File: config.mk
export PLATFORM = sky130hd
export DESIGN_NAME = multicycle_controller
export DESIGN_NICKNAME = d
export VERILOG_FILES = /design/src/rtl/multicycle_controller.sv
export SDC_FILE = /design/constraint.sdc
export NUM_CORES = 1
export LEC_CHECK = 0
export CORE_MARGIN = 10
export CORE_UTILIZATION = 47
export CTS_BUF_LIST = sky130_fd_sc_hd__clkbuf_4
export DETAILED_ROUTE_END_ITERATION = 16
export GPL_ROUTABILITY_DRIVEN = 0
export PLACE_DENSITY = 0.89
export REMOVE_ABC_BUFFERS = 1
export SYNTH_ARGS = -nofsm -noshare
export SYNTH_HDL_FRONTEND = slang
export SYNTH_SLANG_ARGS = --single-unit
File: constraint.sdc
create_clock -name clock -period 2.4 [get_ports clock]
set_input_delay 0.24 -clock clock [delete_from_list [all_inputs] [get_ports clock]]
set_output_delay 0.24 -clock clock [all_outputs]
set_load 0.05 [all_outputs]
File: src/rtl/multicycle_controller.sv
// Multi-cycle FETCH/DECODE/EXEC/MEM/WB controller for the 19-bit accumulator CPU.
// It waits on memory ready handshakes and bounds call depth against a hardware return stack.
module multicycle_controller #(
    parameter int IW          = 19,
    parameter int AW          = 12,
    parameter int STACK_DEPTH = 8,
    parameter int SDW         = $clog2(STACK_DEPTH + 1)
) (
    input  logic           clock,
    input  logic           init_signal,
    input  logic [IW-1:0]  instr,
    output logic           instr_req,
    input  logic           instr_ready,
    output logic           data_req,
    input  logic           data_ready,
    input  logic           Zero,
    input  logic           CarryOut,
    output logic           ir_load,
    output logic           pc_write,
    output logic [1:0]     select_address,
    output logic [2:0]     ALUfunction,
    output logic [1:0]     sh_roFunction,
    output logic           selectAluArg,
    output logic           selectR2,
    output logic [1:0]     selectToWrite,
    output logic           reg_write,
    output logic           mem_read,
    output logic           mem_write,
    output logic           enableZero,
    output logic           enableCarry,
    output logic           push,
    output logic           pop,
    output logic [SDW-1:0] stack_depth,
    output logic           fault,
    output logic [1:0]     fault_code
);

    if (AW > IW - 6) begin : gParamCheck
        $error("address field overlaps the opcode field");
    end

    typedef enum logic [2:0] {
        StFetch,
        StDecode,
        StExec,
        StMem,
        StWb,
        StFault
    } state_e;

    typedef struct packed {
        logic       pcWrite;
        logic [1:0] selAddr;
        logic [2:0] aluFn;
        logic [1:0] shFn;
        logic       selAluArg;
        logic       selR2;
        logic [1:0] selWrite;
        logic       regWrite;
        logic       memRead;
        logic       memWrite;
        logic       enZero;
        logic       enCarry;
        logic       doPush;
        logic       doPop;
        logic       dataReq;
    } ctl_t;

    state_e         state_q, state_d;
    logic [5:0]     op_q, op_d;
    ctl_t           ctl_q, ctl_d;
    logic [SDW-1:0] depth_q, depth_d;
    logic [1:0]     code_q, code_d;
    logic           fault_q;

    logic unusedInstrBits;
    assign unusedInstrBits = ^instr[IW-7:0];

    logic opIsAlu, opIsShift, opIsLoad, opIsStore, opIsBranch;
    logic opIsJmp, opIsCall, opIsRet, opIllegal;
    logic flagSel, branchTaken, canPush, canPop;

    assign opIsAlu    = ~op_q[5];
    assign opIsShift  = (op_q[5:3] == 3'b110);
    assign opIsLoad   = (op_q[5:1] == 5'b10000);
    assign opIsStore  = (op_q[5:1] == 5'b10001);
    assign opIsBranch = (op_q[5:3] == 3'b101);
    assign opIsJmp    = (op_q[5:1] == 5'b11100);
    assign opIsCall   = (op_q[5:1] == 5'b11101);
    assign opIsRet    = (op_q == 6'b111100);
    assign opIllegal  = ~(opIsAlu | opIsShift | opIsLoad | opIsStore | opIsBranch |
                          opIsJmp | opIsCall | opIsRet);

    // Flags are already stable during DECODE, so the branch decision is registered one edge early.
    assign flagSel     = op_q[2] ? CarryOut : Zero;
    assign branchTaken = op_q[1] ? flagSel : ~flagSel;
    assign canPush     = (depth_q < SDW'(STACK_DEPTH));
    assign canPop      = (depth_q != '0);

    always_comb begin
        state_d = state_q;
        op_d    = op_q;
        ctl_d   = '0;
        depth_d = depth_q;
        code_d  = code_q;
        case (state_q)
            StFetch: begin
                if (instr_ready) begin
                    op_d    = instr[IW-1:IW-6];
                    state_d = StDecode;
                end
            end
            StDecode: begin
                if (opIllegal) begin
                    state_d = StFault;
                    code_d  = 2'b01;
                end else if (opIsLoad || opIsStore) begin
                    state_d        = StMem;
                    ctl_d.dataReq  = 1'b1;
                    ctl_d.memRead  = opIsLoad;
                    ctl_d.memWrite = opIsStore;
                end else begin
                    state_d = StExec;
                    if (opIsAlu) begin
                        ctl_d.aluFn     = op_q[3:1];
                        ctl_d.selAluArg = ~op_q[4];
                        ctl_d.selR2     = 1'b1;
                    end
                    if (opIsShift) begin
                        ctl_d.shFn = op_q[2:1];
                    end
                    if (opIsBranch && branchTaken) begin
                        ctl_d.pcWrite = 1'b1;
                        ctl_d.selAddr = 2'b01;
                    end
                    if (opIsJmp || (opIsCall && canPush)) begin
                        ctl_d.pcWrite = 1'b1;
                        ctl_d.selAddr = 2'b10;
                        ctl_d.doPush  = opIsCall;
                    end
                    if (opIsRet && canPop) begin
                        ctl_d.pcWrite = 1'b1;
                        ctl_d.selAddr = 2'b11;
                        ctl_d.doPop   = 1'b1;
                    end
                end
            end
            StExec: begin
                state_d = StFetch;
                if (ctl_q.doPush) begin
                    depth_d = depth_q + SDW'(1);
                end else if (ctl_q.doPop) begin
                    depth_d = depth_q - SDW'(1);
                end
                if (opIsAlu || opIsShift) begin
                    state_d        = StWb;
                    ctl_d          = ctl_q;
                    ctl_d.regWrite = 1'b1;
                    ctl_d.selWrite = opIsShift ? 2'b01 : 2'b00;
                    ctl_d.enZero   = opIsAlu;
                    ctl_d.enCarry  = opIsAlu;
                end else if (opIsCall && !canPush) begin
                    state_d = StFault;
                    code_d  = 2'b10;
                end else if (opIsRet && !canPop) begin
                    state_d = StFault;
                    code_d  = 2'b11;
                end
            end
            StMem: begin
                if (!data_ready) begin
                    ctl_d = ctl_q;
                end else if (opIsLoad) begin
                    state_d        = StWb;
                    ctl_d.regWrite = 1'b1;
                    ctl_d.selWrite = 2'b10;
                end else begin
                    state_d = StFetch;
                end
            end
            StWb:    state_d = StFetch;
            StFault: state_d = StFault;
            default: state_d = StFetch;
        endcase
    end

    // Control outputs are registered on the edge that enters the state they belong to.
    always_ff @(posedge clock or posedge init_signal) begin
        if (init_signal) begin
            state_q <= StFetch;
            op_q    <= '0;
            ctl_q   <= '0;
            depth_q <= '0;
            code_q  <= '0;
            fault_q <= 1'b0;
        end else begin
            state_q <= state_d;
            op_q    <= op_d;
            ctl_q   <= ctl_d;
            depth_q <= depth_d;
            code_q  <= code_d;
            fault_q <= (state_d == StFault);
        end
    end

    assign instr_req      = (state_q == StFetch);
    assign ir_load        = (state_q == StFetch) && instr_ready;
    assign pc_write       = ctl_q.pcWrite | ir_load;
    assign select_address = ctl_q.selAddr;
    assign ALUfunction    = ctl_q.aluFn;
    assign sh_roFunction  = ctl_q.shFn;
    assign selectAluArg   = ctl_q.selAluArg;
    assign selectR2       = ctl_q.selR2;
    assign selectToWrite  = ctl_q.selWrite;
    assign reg_write      = ctl_q.regWrite;
    assign mem_read       = ctl_q.memRead;
    assign mem_write      = ctl_q.memWrite;
    assign enableZero     = ctl_q.enZero;
    assign enableCarry    = ctl_q.enCarry;
    assign push           = ctl_q.doPush;
    assign pop            = ctl_q.doPop;
    assign data_req       = ctl_q.dataReq;
    assign stack_depth    = depth_q;
    assign fault          = fault_q;
    assign fault_code     = code_q;

endmodule

==> results.yml <==
outcome:
  status: "finished, final reports clean"
setup_path:
  r2r-start: "state_q[1]$_DFF_PP0_"
  cp.depth: 2
  crit_type: "reg -> out"
  critPathMaxFanout: 9
  crit_path_max_incr_delay_ns: 0.83
  regToRegSetupSlack_ns: 0.43
  cp_top_family: "buffers and inverters"
  cp_slowest_cell: "clkdlybuf4s50_1"
  timing.rr.end: "select_address[0]$_DFFE_PP0P_"
  crit_chain: "nor3_1 > clkdlybuf4s50_1"
  worstSetupEndpoint: "instr_req"
  critPathCaptureType: "output port"
  worst_setup_path_start_kind: "register"
  cp_data_arrival_time_ns: 1.87
  required_ns: 2.16
  r2r_cells: 4
  crit_buf_inv: 1
  crit_start: "state_q[2]$_DFF_PP0_"
pwr:
  p_int_w: 0.001613
  pwr-share-comb_pct: 47.0
  p_sw_share_pct: 43.04
  seq_power_share_pct: 34.2
  powerDensity_mw_per_mm2: 1229
  p_clk_share_pct: 18.9
  p_leak_nw: 1.033
  switching_power_w: 0.001219
  irDropWorstVdd_mv: 0.4211
placed_design:
  preCtsSetupSlack_ns: 0.4633
  post-dp-hpwl_mm: 2.930
  dpl_cell_area_mm2: 0.002198
  portBuffers: 40
synthesis:
  synth_xor_area_share_pct: 1.877
  synth_edf_count: 0
  yosys.area_share.simple_pct: 16.49
  netlist_area_mm2: 0.001867
  synth_top_area_share_pct: 46.92
  synth-compound-area-share_pct: 18.50
  synth_area_leaders: "dfrtp_1 (47%), buf_4 (4.4%), nor2_1 (3.4%), mux2_2 (2.4%), a32o_1 (2.1%)"
  muxShareOfSynthArea_pct: 4.021
  async_reset_ff_share_pct: 100.0
  avgSynthCellArea_um2: 10.92
  synth.distinct_cells: 52
  synthCells: 171
  seq_area_frac_synth_pct: 46.92
  yosysTopAreaCell: "dfrtp_1"
  yosysMostFrequentCell: "dfrtp_1"
  synth_warnings: 0
  synthAdderAreaFrac_pct: 2.413
  synth_top_family_by_area: "compound AO/OA/AOI/OAI gates"
  ys_ff_latch: 35
  synth_common_cells: "dfrtp_1 (35), nor2_1 (17), buf_4 (11), nand2_1 (8), o21ai_0 (8)"
  synth_top_flop_cell: "dfrtp_1"
hold_path:
  hp-class: "in -> async"
timing:
  slew_headroom_pct: 65.42
  worst_pin_slew_ns: 0.5171
  clock.fmax_mhz: 473.0
  slew_viol_final: 0
  setup_viol: 0
  finalHoldViolations: 0
  fin_crit_sh_pct: 88.08
  fin_hold_ws_ns: 0.2823
  tns_ns: 0
  rsz0062_at_grt: "false"
  layout_setup_ws_ns: 0.2860
  finalCriticalPeriod_ns: 2.114
  clock_skew_ns: 0.01276
finish:
  final_util_pct: 61.53
  nets: 226
  syn2layout_area_growth_pct: 23.39
  drive_above_1_share_pct: 14.57
  post-route-cell-area_mm2: 0.002303
  antenna_cells: 0
detailed_routing:
  wl_per_cell_um: 15.76
  top_layer: "met4"
  vias: 1346
  drt_wl_total_mm: 3.892
  drt-initial-drc-count: 122
  wl_met3_um: 342
  ant_nets: 0
  drc: 0
  avgViaCountPerCell: 5.449
  first_pass_iters: 5
  wl_met1_mm: 1.643
  met2_length_mm: 1.864
grt:
  grt_util_all_layers_pct: 11.41
  grt_max_degree: 36
  grt_pass1_wl_mm: 6.644
  grt-ovfl-total: 0
  grt_pass1_vias: 1348
  grt_antenna_before_repair: 0
cts:
  cts_tree: "yes"
  clk_path_buf_depth: 2
  cts_setup_buffers: 0
  cts_root_buffer: "clkbuf_4"
  cts_max_level: 2
  cts_resized: 0
  hold_buffers: 0
  clk_pin_slew_ns: 0.11
  insertion_delay_ns: 0.34
  cts.sinks: 35
  cts_made_buffers: 5
floorplanning:
  num_io_pins: 54
  row_count: 22
  core_mm2: 0.003744
  die_h_um: 83.02
  initial_core_util_pct: 49.87
  die_w_um: 83.02
  die-area_mm2: 0.006892
run:
  drv_cap: 0
## cells by family after synthesis
| family | after synthesis |
|---|---|
| AOI/OAI and AO/OA | 41 |
| xor gates and xnor gates | 4 |
| adders and majority gates | 3 |
| buffers and inverters | 27 |
| DFF | 35 |
| muxes | 7 |
| and+or+nand+nor | 54 |
## through the flow
stage / instances / total power [W]
5_1_grt: 247 / 0.002992
4_1_cts: 247 / 0.002850
2_1_floorplan: 149 / 0.001862
3_3_place_gp: 239 / 0.002288
6_report: 247 / 0.002832
3_5_place_dp: 239 / 0.002316
## layout make-up
| class | instances | area, um^2 |
|---|---|---|
| clock buffers | 6 | 45.04 |
| clock inverters | 2 | 60.06 |
| fillers | 318 | 1440 |
| inverters | 5 | 18.77 |
| multi-input cells | 109 | 808.3 |
| flip-flops and latches | 35 | 875.8 |
| well taps | 48 | 60.06 |
| repair buffers | 42 | 435.4 |
## worst min-delay path, stage by stage
cell	delay [ns]
clkdlybuf4s50_1	0.39
inv_1	0.05
buf_4	0.37
## placed cells by master (no fill, tap or decap), types with 5 or more instances in the layout
master            n
o21ai_0           8
inv_1             5
a21oi_1           5
nor2_1           17
dfrtp_1          35
clkbuf_4          6
clkdlybuf4s50_1  38
nand2_1           8
## layer usage
layer,GRT usage (%),vias to the layer above
met5,0,-
met4,3.231,0
met3,6.152,5
met2,17.60,39
met1,13.33,642
li1,-,660
## registers in the layout, summed over array words and instances, names as in the netlist, 2 cells and up
name,flops
stack_depth,4
op_q,6
state_q,3
select_address,2
fault_code,2
ALUfunction,3
selectToWrite,2
sh_roFunction,2
## power by group through the flow
| stage | Sequential [W] | Combinational, W | Clock [W] |
|---|---|---|---|
| 2_1_floorplan | 0.00122 | 0.000638 | 0 |
| 3_3_place_gp | 0.000974 | 0.00131 | 0 |
| 3_5_place_dp | 0.000979 | 0.00134 | 0 |
| 4_1_cts | 0.000968 | 0.00134 | 0.000541 |
| 5_1_grt | 0.00100 | 0.00142 | 0.000566 |
| 6_report | 0.000968 | 0.00133 | 0.000534 |
## worst min path at each step
stage	slack (ns)	cells after the start	endpoint
detailed placement	0.47	1	data_req$_DFFE_PP0P_
global route	0.34	3	sh_roFunction[0]$_DFFE_PP0P_
global placement	0.47	1	selectR2$_DFFE_PP0P_
finish	0.28	3	ALUfunction[0]$_DFFE_PP0P_
floorplan	0.36	2	op_q[1]$_DFFE_PP0P_
CTS	0.30	3	ctl_q[19]$_DFFE_PP0P_
No activity file was read; power rests on OpenSTA's default activity.
